[src/rtl/lfsr_sample_buffer_pkg.sv]
// Shared types and constants for the lfsr sample buffer.
// Provides package lfsr_pkg. The optional period monitor (macro PERIOD_MON_EN)
// uses the state type below.
package lfsr_pkg;

    localparam int LFSR_W = 16;

    typedef enum logic [1:0] {
        MON_IDLE,
        MON_ARMED,
        MON_COUNT,
        MON_DONE
    } mon_state_t;

endpackage

[src/rtl/lfsr_sample_buffer_if.sv]
// Valid/ready stream carrying random words from the sample buffer to a client.
// The master drives data/valid, the slave drives ready.
interface lfsr_sample_buffer_if #(
    parameter int WIDTH = 16
) ();

    logic [WIDTH-1:0] rnd_data;
    logic             rnd_valid;
    logic             rnd_ready;

    modport master (
        output rnd_data,
        output rnd_valid,
        input  rnd_ready
    );

    modport slave (
        input  rnd_data,
        input  rnd_valid,
        output rnd_ready
    );

endinterface

[src/rtl/lfsr_sample_buffer_sync_fifo.sv]
// Synchronous show-ahead FIFO. The head word and its valid flag are registered,
// so a word pushed into an empty FIFO is visible right after the push edge.
// A push into a full FIFO is accepted only if a pop happens in the same cycle.
module sync_fifo #(
    parameter  int WIDTH = 16,
    parameter  int DEPTH = 8,
    localparam int AW    = $clog2(DEPTH),
    localparam int CW    = AW + 1
) (
    input  logic             clk,
    input  logic             reset,
    input  logic             i_push,
    input  logic [WIDTH-1:0] i_data,
    input  logic             i_pop,
    output logic [WIDTH-1:0] o_head,
    output logic             o_valid,
    output logic [CW-1:0]    o_count,
    output logic             o_full
);

    logic [WIDTH-1:0] r_mem [DEPTH];
    logic [AW-1:0]    r_wr_ptr;
    logic [AW-1:0]    r_rd_ptr;
    logic [CW-1:0]    r_count;
    logic [WIDTH-1:0] r_head;
    logic             r_valid;

    logic             w_pop;
    logic             w_push;
    logic [AW-1:0]    w_rd_next;
    logic [CW-1:0]    w_left;
    logic [CW-1:0]    w_count_next;
    logic [WIDTH-1:0] w_head_next;

    assign o_full       = (r_count == CW'(DEPTH));
    assign w_pop        = i_pop && r_valid;
    assign w_push       = i_push && (!o_full || w_pop);
    assign w_rd_next    = r_rd_ptr + AW'(w_pop);
    assign w_left       = r_count - CW'(w_pop);
    assign w_count_next = w_left + CW'(w_push);

    // Select the word that becomes the head after this edge.
    always_comb begin
        // NOTE: default first so every path assigns the signal and no latch is inferred.
        w_head_next = r_head;
        if (w_count_next != '0) begin
            if (w_left == '0) begin
                w_head_next = i_data;          // FIFO was (or became) empty: bypass
            end else begin
                w_head_next = r_mem[w_rd_next];
            end
        end
    end

    // Storage write.
    // NOTE: the memory array is deliberately not reset; the pointers and count define which entries are live.
    always_ff @(posedge clk) begin
        if (w_push) begin
            r_mem[r_wr_ptr] <= i_data;
        end
    end

    // Pointers, occupancy and registered head.
    // NOTE: non-blocking assignments so all registers update from the same pre-edge values.
    always_ff @(posedge clk) begin
        if (reset) begin
            r_wr_ptr <= '0;
            r_rd_ptr <= '0;
            r_count  <= '0;
            r_head   <= '0;
            r_valid  <= 1'b0;
        end else begin
            r_wr_ptr <= r_wr_ptr + AW'(w_push);
            r_rd_ptr <= w_rd_next;
            r_count  <= w_count_next;
            r_head   <= w_head_next;
            r_valid  <= (w_count_next != '0);
        end
    end

    assign o_head  = r_head;
    assign o_valid = r_valid;
    assign o_count = r_count;

endmodule

[src/rtl/lfsr_sample_buffer.sv]
// lfsr_sample_buffer: samples the 16-bit lfsr state on every enabled cycle,
// buffers the samples in a show-ahead FIFO and serves them on a valid/ready
// stream. A sticky overflow flag records dropped samples.
// Optional feature macro: PERIOD_MON_EN adds a monitor that measures the lfsr
// period (samples until the first sampled state reappears).
module lfsr_sample_buffer
    import lfsr_pkg::*;
#(
    parameter int WIDTH    = 16,
    parameter int DEPTH    = 8,
    parameter int PERIOD_W = 17
) (
    input  logic                   clk,
    input  logic                   reset,
    input  logic [LFSR_W-1:0]      lfsr_q,
    input  logic                   lfsr_en,
    lfsr_sample_buffer_if.master   rnd,
    output logic [$clog2(DEPTH):0] fifo_count,
    output logic                   overflow,
    output logic                   period_done,
    output logic [PERIOD_W-1:0]    period_len
);

    logic             w_push;
    logic             w_pop;
    logic             w_full;
    logic             w_valid;
    logic [WIDTH-1:0] w_head;
    logic             r_overflow;

    assign w_push = lfsr_en && !reset;
    assign w_pop  = w_valid && rnd.rnd_ready;

    sync_fifo #(
        .WIDTH (WIDTH),
        .DEPTH (DEPTH)
    ) u_fifo (
        .clk     (clk),
        .reset   (reset),
        .i_push  (w_push),
        .i_data  (lfsr_q[WIDTH-1:0]),
        .i_pop   (rnd.rnd_ready),
        .o_head  (w_head),
        .o_valid (w_valid),
        .o_count (fifo_count),
        .o_full  (w_full)
    );

    assign rnd.rnd_data  = w_head;
    assign rnd.rnd_valid = w_valid;

    // Sticky flag: a sample arrived while full with no pop to make room.
    always_ff @(posedge clk) begin
        if (reset) begin
            r_overflow <= 1'b0;
        end else if (w_push && w_full && !w_pop) begin
            r_overflow <= 1'b1;
        end
    end

    assign overflow = r_overflow;

`ifdef PERIOD_MON_EN
    mon_state_t          r_state;
    mon_state_t          w_state_next;
    logic [LFSR_W-1:0]   r_ref;
    logic [LFSR_W-1:0]   w_ref_next;
    logic [PERIOD_W-1:0] r_cnt;
    logic [PERIOD_W-1:0] w_cnt_next;
    logic [PERIOD_W-1:0] r_len;
    logic [PERIOD_W-1:0] w_len_next;

    // Monitor registers; the FSM only moves on enabled lfsr cycles.
    always_ff @(posedge clk) begin
        if (reset) begin
            r_state <= MON_IDLE;
            r_ref   <= '0;
            r_cnt   <= '0;
            r_len   <= '0;
        end else begin
            r_state <= w_state_next;
            r_ref   <= w_ref_next;
            r_cnt   <= w_cnt_next;
            r_len   <= w_len_next;
        end
    end

    // Next-state logic. r_cnt is the number of samples seen since the reference,
    // so the matching sample itself makes the period r_cnt + 1.
    always_comb begin
        w_state_next = r_state;
        w_ref_next   = r_ref;
        w_cnt_next   = r_cnt;
        w_len_next   = r_len;
        if (lfsr_en) begin
            unique case (r_state)
                MON_IDLE: begin
                    w_state_next = MON_ARMED;
                    w_ref_next   = lfsr_q;
                    w_cnt_next   = '0;
                end
                MON_ARMED: begin
                    w_state_next = MON_COUNT;
                    w_cnt_next   = PERIOD_W'(1);
                end
                MON_COUNT: begin
                    if (lfsr_q == r_ref) begin
                        w_state_next = MON_DONE;
                        w_len_next   = (&r_cnt) ? r_cnt : r_cnt + PERIOD_W'(1);
                    end else if (&r_cnt) begin
                        w_state_next = MON_DONE;
                        w_len_next   = '1;
                    end else begin
                        w_cnt_next   = r_cnt + PERIOD_W'(1);
                    end
                end
                MON_DONE: begin
                    w_state_next = MON_DONE;
                end
                default: begin
                    w_state_next = MON_IDLE;
                end
            endcase
        end
    end

    assign period_done = (r_state == MON_DONE);
    assign period_len  = r_len;
`else
    assign period_done = 1'b0;
    assign period_len  = '0;
`endif

endmodule

[src/flat_wrapper.sv]
// flat-port wrapper written by rule: the top's interface ports become plain ports
module lfsr_sample_buffer_flat import lfsr_pkg::*;
#(
    parameter int WIDTH    = 16,
    parameter int DEPTH    = 8,
    parameter int PERIOD_W = 17
)
  (clk, reset, lfsr_q, lfsr_en, fifo_count, overflow, period_done, period_len, rnd_rnd_data, rnd_rnd_valid, rnd_rnd_ready);
  lfsr_sample_buffer_if #(.WIDTH(WIDTH)) rnd_i ();
  input  logic clk;
  input  logic reset;
  input  logic [LFSR_W-1:0] lfsr_q;
  input  logic lfsr_en;
  output logic [$clog2(DEPTH):0] fifo_count;
  output logic overflow;
  output logic period_done;
  output logic [PERIOD_W-1:0] period_len;
  output wire logic [$bits(rnd_i.rnd_data)-1:0] rnd_rnd_data;
  output wire logic [$bits(rnd_i.rnd_valid)-1:0] rnd_rnd_valid;
  input wire logic [$bits(rnd_i.rnd_ready)-1:0] rnd_rnd_ready;
  assign rnd_rnd_data = rnd_i.rnd_data;
  assign rnd_rnd_valid = rnd_i.rnd_valid;
  assign rnd_i.rnd_ready = rnd_rnd_ready;
  lfsr_sample_buffer #(.WIDTH(WIDTH), .DEPTH(DEPTH), .PERIOD_W(PERIOD_W)) u_core (.clk(clk), .reset(reset), .lfsr_q(lfsr_q), .lfsr_en(lfsr_en), .rnd(rnd_i), .fifo_count(fifo_count), .overflow(overflow), .period_done(period_done), .period_len(period_len));
endmodule
[config.mk]
export PLATFORM = sky130hd
export DESIGN_NAME = lfsr_sample_buffer_flat
export DESIGN_NICKNAME = d
export VERILOG_FILES = /design/src/rtl/lfsr_sample_buffer_pkg.sv /design/src/rtl/lfsr_sample_buffer_if.sv /design/src/rtl/lfsr_sample_buffer_sync_fifo.sv /design/src/rtl/lfsr_sample_buffer.sv /design/src/flat_wrapper.sv
export SDC_FILE = /design/constraint.sdc
export NUM_CORES = 1
export LEC_CHECK = 0
export CAP_MARGIN = 20
export CORE_MARGIN = 4
export CORE_UTILIZATION = 35
export DETAILED_ROUTE_END_ITERATION = 7
export PLACE_DENSITY_LB_ADDON = 0.15
export SYNTH_ARGS = -nofsm -noshare
export SYNTH_HDL_FRONTEND = slang
export SYNTH_SLANG_ARGS = --single-unit
[constraint.sdc]
create_clock -name clk -period 5 [get_ports clk]
set_clock_uncertainty 0.05 [all_clocks]
set_input_delay 1 -clock clk [delete_from_list [all_inputs] [get_ports clk]]
set_output_delay 1 -clock clk [all_outputs]
set_load 0.01 [all_outputs]
; Word-level counts from Yosys, hierarchy flattened
; Memories as Yosys holds them, arrays and structs flattened.
; Cells that the tools add are included.
[totals]
ramBits = 128
out_inout_bits = 40
reg_bits = 28
elab_cells = 26
n_memories = 1
input_bits = 20
[op_classes]
n_addsub = 4
n_mux = 3
n_eq_ne = 1
reduce_logical = 11
[memory_table]
columns = name, depth, word_bits, rd, rd_clocked_by_memory_dff, wr, line_no
row1 = u_core.u_fifo.r_mem, 8, 16, 1, 0, 1, lfsr_sample_buffer_sync_fifo.sv:21  ; logic [WIDTH-1:0] r_mem [DEPTH];
[ops]
columns = operator, n
row1 = 2-to-1 mux 16 bit, 1
row2 = adder 3 x 1 -> 3 bit, 2
row3 = logical AND 1 bit, 5
row4 = adder 4 x 1 -> 4 bit, 1
row5 = "== test 4 bit, second input constant", 1
row6 = zero test 4 bit, 1
row7 = nonzero test 4 bit, 1
row8 = subtractor 4 x 1 -> 4 bit, 1
row9 = zero test 1 bit, 3
row10 = 2-to-1 mux 1 bit, 2
row11 = logical OR 1 bit, 1

; Longest topological paths before layout
; Gate-level depths: netlist (run 1).
[logic_depth]
depth_word = 6
ltp_mapped = 11
ltp_nobuf = 9

; Hierarchy
; From an unflattened synthesis (run 1), not the netlist that was laid out.
[hier_totals]
hier_cells = 436
hier_area_um2 = 6562.5
[modules_own_cells]
columns = mod, area_per_inst_um2, seq_area_each_um2, instances, cells_per_inst
row1 = sync_fifo, 6383.6, 4384.2, 1, 412
row2 = lfsr_sample_buffer, 178.9, 20.0, 1, 24

; Worst setup path before layout (run 1)
; Ideal clock, no wire load.
[synth_path]
path_type = input -> register
from = in rnd_rnd_ready
to = mem u_core.u_fifo.r_mem[1][0] (enable)
setup_ns = 0.409
t_required_ns = 4.541
arrival_time_ns = 2.946
setup_slack_ns = 1.595
cell_stages = 5
n_path_buf = 0
path_cell_list = nand2_1 and3_1 nor3b_1 nand2_1 nor3_1
[synth_between]
elab_chain_cells = 5
[synth_lines]
columns = item, line_no
row1 = start: declaration, flat_wrapper.sv:20  ; input wire logic [$bits(rnd_i.rnd_ready)-1:0] rnd_rnd_ready;
row2 = logical AND 1 bit, lfsr_sample_buffer_sync_fifo.sv:36  ; assign w_pop = i_pop && r_valid;
row3 = logical OR 1 bit, lfsr_sample_buffer_sync_fifo.sv:37  ; assign w_push = i_push && (!o_full || w_pop);
row4 = logical AND 1 bit, lfsr_sample_buffer_sync_fifo.sv:37
row5 = 2-to-1 mux 1 bit, lfsr_sample_buffer_sync_fifo.sv:58  ; if (w_push) begin
row6 = 2-to-1 mux 1 bit (not written as such), lfsr_sample_buffer_sync_fifo.sv:59  ; r_mem[r_wr_ptr] <= i_data;
row7 = end: declaration, lfsr_sample_buffer_sync_fifo.sv:21
; No other way between the ends.

; Final worst setup path (run 1)
[layout_path]
from = in rnd_rnd_ready
to = reg u_core.u_fifo.r_head[15], in the netlist u_core.u_fifo.o_head[15]
[layout_between]
elab_chain_cells = 5
elab_cells_between_ends = 10
classes_between = add/sub (3) / mux (1) / reduce/logical (5) / memory (1)
[layout_lines]
columns = item, line_no
row1 = logical AND 1 bit (*), lfsr_sample_buffer_sync_fifo.sv:36
row2 = branches (longest 4 deep; another with subtractor 4 x 1 -> 4 bit), --
row3 = end signal: assignment, lfsr_sample_buffer_sync_fifo.sv:76  ; r_head <= w_head_next;
row4 = end: declaration, lfsr_sample_buffer_sync_fifo.sv:25  ; logic [WIDTH-1:0] r_head;
; Every way passes the cells marked *.
; A chain may end at the register's enable or synchronous reset.

==> reports/qor.yml, run 1 <==
status:
  outcome: "completed"
sta:
  worst_pin_slew_ns: 0.866
  fin_crit_ns: 4.04
  finalSetupTns_ns: 0
  fmax_mhz: 248
  final_hold_viol_count: 0
  slew_headroom_pct: 42.3
  post-route-period-util_pct: 80.7
  drv_slew: 0
  rsz0062_at_grt: "no"
  setup_viol: 0
finish:
  syn_to_final_growth_pct: 18.6
  filler_cell_count: 1679
  diodes: 0
  final_nets: 520
  drive_gt1_share_pct: 14.6
floorplanning:
  initial_core_util_pct: 35.6
  die_w_um: 143
  placementRows: 49
  die_area_mm2: 0.0206
  die_h_um: 143
  io_pins: 60
  core_mm2: 0.0180
pwr:
  total_power_mw: 4.14
  power.density_mw_per_mm2: 543
  p_leak_nw: 2.59
  ir_worst_vdd_mv: 0.288
clock_network:
  cts_hold_buffers: 0
  h-tree-depth: 4
  clock_latency_ns: 0.42
  cts-resized-gates: 0
  post_cts_buffers: 0
  cts_root_buffer: "clkbuf_16"
  clk_path_buf_depth: 2
  cts_tree: "yes"
  clkTransAtPathRegs_ns: 0.06
  cts.sinks: 156
  cts_buffers: 17
synth:
  netlist_area_mm2: 0.00642
  ys_top_cells_by_count: "128 x edfxtp_1, 65 x nand3_1, 32 x o21ai_0"
  yosysTopAreaCellShare_pct: 59.8
  synth_area_per_cell_um2: 14.5
  ys_types: 38
  synth_seq_cells: 156
  synth_area_leaders: "edfxtp_1 60%, dfxtp_1 8.7%, mux4_2 5.6%, nand3_1 5.1%, o21ai_0 2.5%"
  synth_cells: 442
  yosysMostFrequentCell: "edfxtp_1"
  synth-seq-area-share_pct: 68.6
  ys_warn_count: 0
  synthFlopType: "edfxtp_1"
  synth-edff-count: 128
  async_reset_ff_share_pct: 0
  yosysTopAreaCell: "edfxtp_1"
drt:
  drc_errors: 0
  totalWireLength_um: 15900
  drt-initial-drc-count: 413
  via_per_inst: 5.39
  dr.pass1.iters: 5
  wl_per_cell_um: 21.6
  num_vias: 3961
  ant_nets: 0
critical_path:
  critPathArrivalTime_ns: 4.30
  cp-end-kind: "flip-flop"
  path_max_fanout: 18
  cp-start-kind: "primary input"
  crit_type: "in2reg"
  required_ns: 5.27
placed_design:
  port_buffers: 41
  dp_hpwl_um: 9170
  place_congestion: 0.761
run:
  cap_violations: 0
min_path:
  hold_class: "reg2reg"
global_routing:
  antenna_found_initial: 0
  grt_usage_pct: 16.0
  grt_first_pass_wirelength_um: 23800
  grt_pass1_vias: 3928
  grt_max_degree: 33
  overflow: 0
==> power by group <==
part | internal (mW) | leakage, nW | total (mW) | switching [mW]
registers | 1.51 | 1.39 | 1.59 | 0.0784
logic | 0.545 | 0.940 | 1.35 | 0.810
clock network | 0.720 | 0.263 | 1.20 | 0.476
==> area by class of cell <==
| type | instances | area (um^2) | area share, % |
|---|---|---|---|
| Clock buffer | 20 | 437 | 5.73 |
| Multi-Input combinational cell | 252 | 1790 | 23.5 |
| Sequential cell | 156 | 4400 | 57.8 |
| Clock inverter | 11 | 103 | 1.35 |
| Timing Repair Buffer | 65 | 591 | 7.75 |
| Tap cell | 229 | 287 | 3.76 |
| Inverter | 2 | 7.51 | 0.0985 |
==> registers in the layout, indices dropped and copies added, names as in the netlist <==
signal	count
u_core.u_fifo.o_count	4
u_core.u_fifo.o_head	16
u_core.u_fifo.r_wr_ptr	3
u_core.overflow	1
u_core.u_fifo.o_valid	1
u_core.u_fifo.r_rd_ptr	3
u_core.u_fifo.r_mem	128
==> worst max-delay path, stage by stage <==
cell	delay, ns
clkdlybuf4s50_1	0.60
nand2_1	0.16
and3_1	0.21
nor3b_1	0.48
ha_1	0.28
nor3b_2	0.18
xnor3_2	0.46
or2_1	0.57
a311oi_1	0.35
==> path summary, 6_finish.rpt <==
check,start,endpoint,slack [ns],cells after the start
worst min register to register,u_core.overflow,u_core.overflow,0.42,2
worst max register to register,u_core.u_fifo.o_valid,u_core.u_fifo.o_head[15],1.68,8
worst max-delay path,rnd_rnd_ready,u_core.u_fifo.o_head[15],0.96,9
worst min-delay path,u_core.overflow,u_core.overflow,0.42,2
==> layer usage <==
layer / GRT usage [%] / up-vias / wire [um]
li1: - / 1794 / -
met1: 22.3 / 2007 / 7280
met2: 24.6 / 141 / 7400
met3: 4.03 / 19 / 923
met4: 5.20 / 0 / 271
met5: 0 / - / 0
==> cells in the final DEF (no fill, tap or decap), types with 16 or more instances in the layout <==
| master | instances |
|---|---|
| o21ai_0 | 32 |
| conb_1 | 18 |
| edfxtp_1 | 128 |
| o2111ai_1 | 16 |
| nand3_1 | 65 |
| nand2_1 | 20 |
| dfxtp_1 | 28 |
| clkdlybuf4s50_1 | 41 |
| mux4_2 | 16 |
| clkbuf_16 | 17 |
| buf_4 | 24 |
| nor3_1 | 17 |
| a311oi_1 | 16 |
==> metrics by stage <==
| step | util [%] | instance area, um^2 | instances | worst slack, ns | hold slack, ns |
|---|---|---|---|---|---|
| after global routing | 42.3 | 7620 | 735 | 0.675 | 0.465 |
| after global placement | 39.3 | 7080 | 704 | 0.692 | 0.425 |
| final | 42.3 | 7620 | 735 | 0.964 | 0.424 |
| after CTS | 42.3 | 7620 | 735 | 0.966 | 0.434 |
| after detailed placement | 39.3 | 7080 | 704 | 0.521 | 0.419 |
| after floorplan | - | 6490 | 459 | 1.59 | 0.452 |
==> cell families after synthesis <==
kind of cell,share of synthesized area [%]
adder cells (fa/ha/maj),1.17
buffers and inverters,4.71
multiplexers,5.61
other,0.0584
AO/OA/AOI/OAI,7.27
AND/OR/NAND/NOR,11.3
flip-flops,68.6
XOR/XNOR,1.29
No activity file was read; power rests on OpenSTA's default activity.
==> run 2, diff against run 1 <==
- clock period: 5 -> 3.5 ns (I/O delays scaled with it)
==> reports/qor.yml, run 2 (synthesized netlist as in run 1, its figures left out) <==
placed_design:
  port_buffers: 41
  dpl-instance-area_mm2: 0.00717
  dp_hpwl_um: 9660
  place_congestion: 0.785
  preCtsSetupSlack_ns: -0.111
sta:
  final_hold_viol_count: 0
  finalSetupTns_ns: 0
  fmax_mhz: 316
  rsz0062_at_grt: "no"
  slew_headroom_pct: 46.2
  fin_ws_ns: 0.337
  fin_crit_ns: 3.16
  worst_pin_slew_ns: 0.807
  post-route-period-util_pct: 90.4
  setup_viol: 0
  drv_slew: 0
global_routing:
  grt_max_degree: 33
  grt_usage_pct: 15.9
  antenna_found_initial: 0
  overflow: 0
  grt_pass1_vias: 3876
  grt_first_pass_wirelength_um: 23700
drt:
  dr.pass1.iters: 5
  via_per_inst: 5.31
  drc_errors: 0
  drt-initial-drc-count: 313
  ant_nets: 0
  wl_per_cell_um: 21.1
  totalWireLength_um: 15700
  num_vias: 3955
pwr:
  total_power_mw: 6.19
  power_frac_comb_pct: 32.6
  p_int_mw: 4.18
  pwr-share-clk_pct: 30.8
  seqPwrFrac_pct: 36.5
  ir_worst_vdd_mv: 0.486
  power.switching_mw: 2.01
  p_sw_share_pct: 32.4
  p_leak_nw: 2.66
  power.density_mw_per_mm2: 795
critical_path:
  r2r_end: "u_core.u_fifo.o_head[14]"
  timing.rr.start: "u_core.u_fifo.o_valid"
  cp-start-kind: "primary input"
  crit_chain: "clkdlybuf4s50_1, nand2_1, and3_1, nor3b_1, ha_1, nor3b_2, xnor3_2, or2_1, a311oi_1"
  cp-end-kind: "flip-flop"
  slowest_delay_ns: 0.55
  crit_family: "simple AND/OR/NAND/NOR gates"
  rrSetupSlack_ns: 0.53
  critPathSlowestCell: "or2_1"
  r2r_cells: 8
  required_ns: 3.78
  cp_num_buf_inv: 1
  critPathArrivalTime_ns: 3.45
  path_max_fanout: 17
  crit_type: "in2reg"
floorplanning:
  die_area_mm2: 0.0206
  initial_core_util_pct: 35.6
  placementRows: 49
  core_mm2: 0.0180
  die_h_um: 143
  die_w_um: 143
  io_pins: 60
clock_network:
  post_cts_buffers: 0
  cts_root_buffer: "clkbuf_16"
  clkTransAtPathRegs_ns: 0.06
  h-tree-depth: 4
  clock_latency_ns: 0.43
  cts_tree: "yes"
  clk_path_buf_depth: 2
  cts_hold_buffers: 0
  cts_buffers: 17
  cts.sinks: 156
  cts-resized-gates: 0
status:
  outcome: "completed"
finish:
  filler_cell_count: 1646
  syn_to_final_growth_pct: 21.1
  design_area_mm2: 0.00778
  final_nets: 529
  final_common_cell: "edfxtp_1"
  largest_reg_flops: 128
  layout_common_cells: "128 x edfxtp_1, 65 x nand3_1, 41 x clkdlybuf4s50_1"
  diodes: 0
  drive_gt1_share_pct: 16.7
  largest_register: "u_core.u_fifo.r_mem"
run:
  cap_violations: 0
min_path:
  min_to: "u_core.overflow"
  hold_class: "reg2reg"
  hold_start: "u_core.overflow"
  hold_depth: 2
run 2: cell types whose count changed in the layout (fill, tap and decap cells not counted), sizes merged:
cell | previous run | this run
buf | 24 | 33
bufinv | 2 | 4
clkinv | 8 | 4
clkinvlp | 1 | 4
run 2: cell type report:
type	instances	area, um^2	area share (%)
Tap cell	229	287	3.68
Multi-Input combinational cell	252	1790	23.0
Clock inverter	12	171	2.20
Timing Repair Buffer	74	683	8.78
Inverter	2	7.51	0.0965
Clock buffer	20	437	5.61
Sequential cell	156	4400	56.6
run 2: worst register-to-register path, stage by stage (launching register included):
cell,delay [ns]
dfxtp_1,0.50
nand2_1,0.17
and3_1,0.21
nor3b_1,0.30
ha_1,0.23
nor3b_2,0.20
xnor3_2,0.28
or2_1,0.55
a311oi_1,0.38
run 2: how the worst max path moves through the flow:
stage / depth (start not counted) / slack (ns) / end / startpoint
2_1_floorplan: 5 / 0.39 / u_core.u_fifo.r_mem[1][0] / rnd_rnd_ready
3_3_place_gp: 9 / 0.09 / u_core.u_fifo.o_head[14] / rnd_rnd_ready
3_5_place_dp: 9 / -0.11 / u_core.u_fifo.o_head[14] / rnd_rnd_ready
4_1_cts: 9 / 0.32 / u_core.u_fifo.o_head[14] / rnd_rnd_ready
5_1_grt: 9 / 0.18 / u_core.u_fifo.o_head[14] / rnd_rnd_ready
6_report: 9 / 0.34 / u_core.u_fifo.o_head[14] / rnd_rnd_ready
run 2: per-stage QoR:
step           hold slack, ns  std cells  util (%)
2_1_floorplan           0.452        459         -
5_1_grt                 0.476        745      43.2
6_report                0.430        745      43.2
3_5_place_dp            0.419        713      39.8
4_1_cts                 0.435        745      43.2
3_3_place_gp            0.419        713      39.8
run 2: routing by layer:
metal  vias to the layer above  track usage [%]  wire length (um)  share of wire, %
li1                       1811                -                 -                 -
met1                      1993             22.4              7200                46
met2                       135             24.6              7430                47
met3                        16             3.76               893               5.7
met4                         0             5.30               204               1.3
met5                         -                0                 0                 0
run 2: power by group through the flow:
stage | clock network (mW) | registers (mW) | logic (mW)
2_1_floorplan | 0 | 2.32 | 1.32
5_1_grt | 2.02 | 2.28 | 2.19
3_5_place_dp | 0 | 2.30 | 2.03
6_report | 1.91 | 2.26 | 2.02
4_1_cts | 1.94 | 2.26 | 2.04
3_3_place_gp | 0 | 2.30 | 2.00
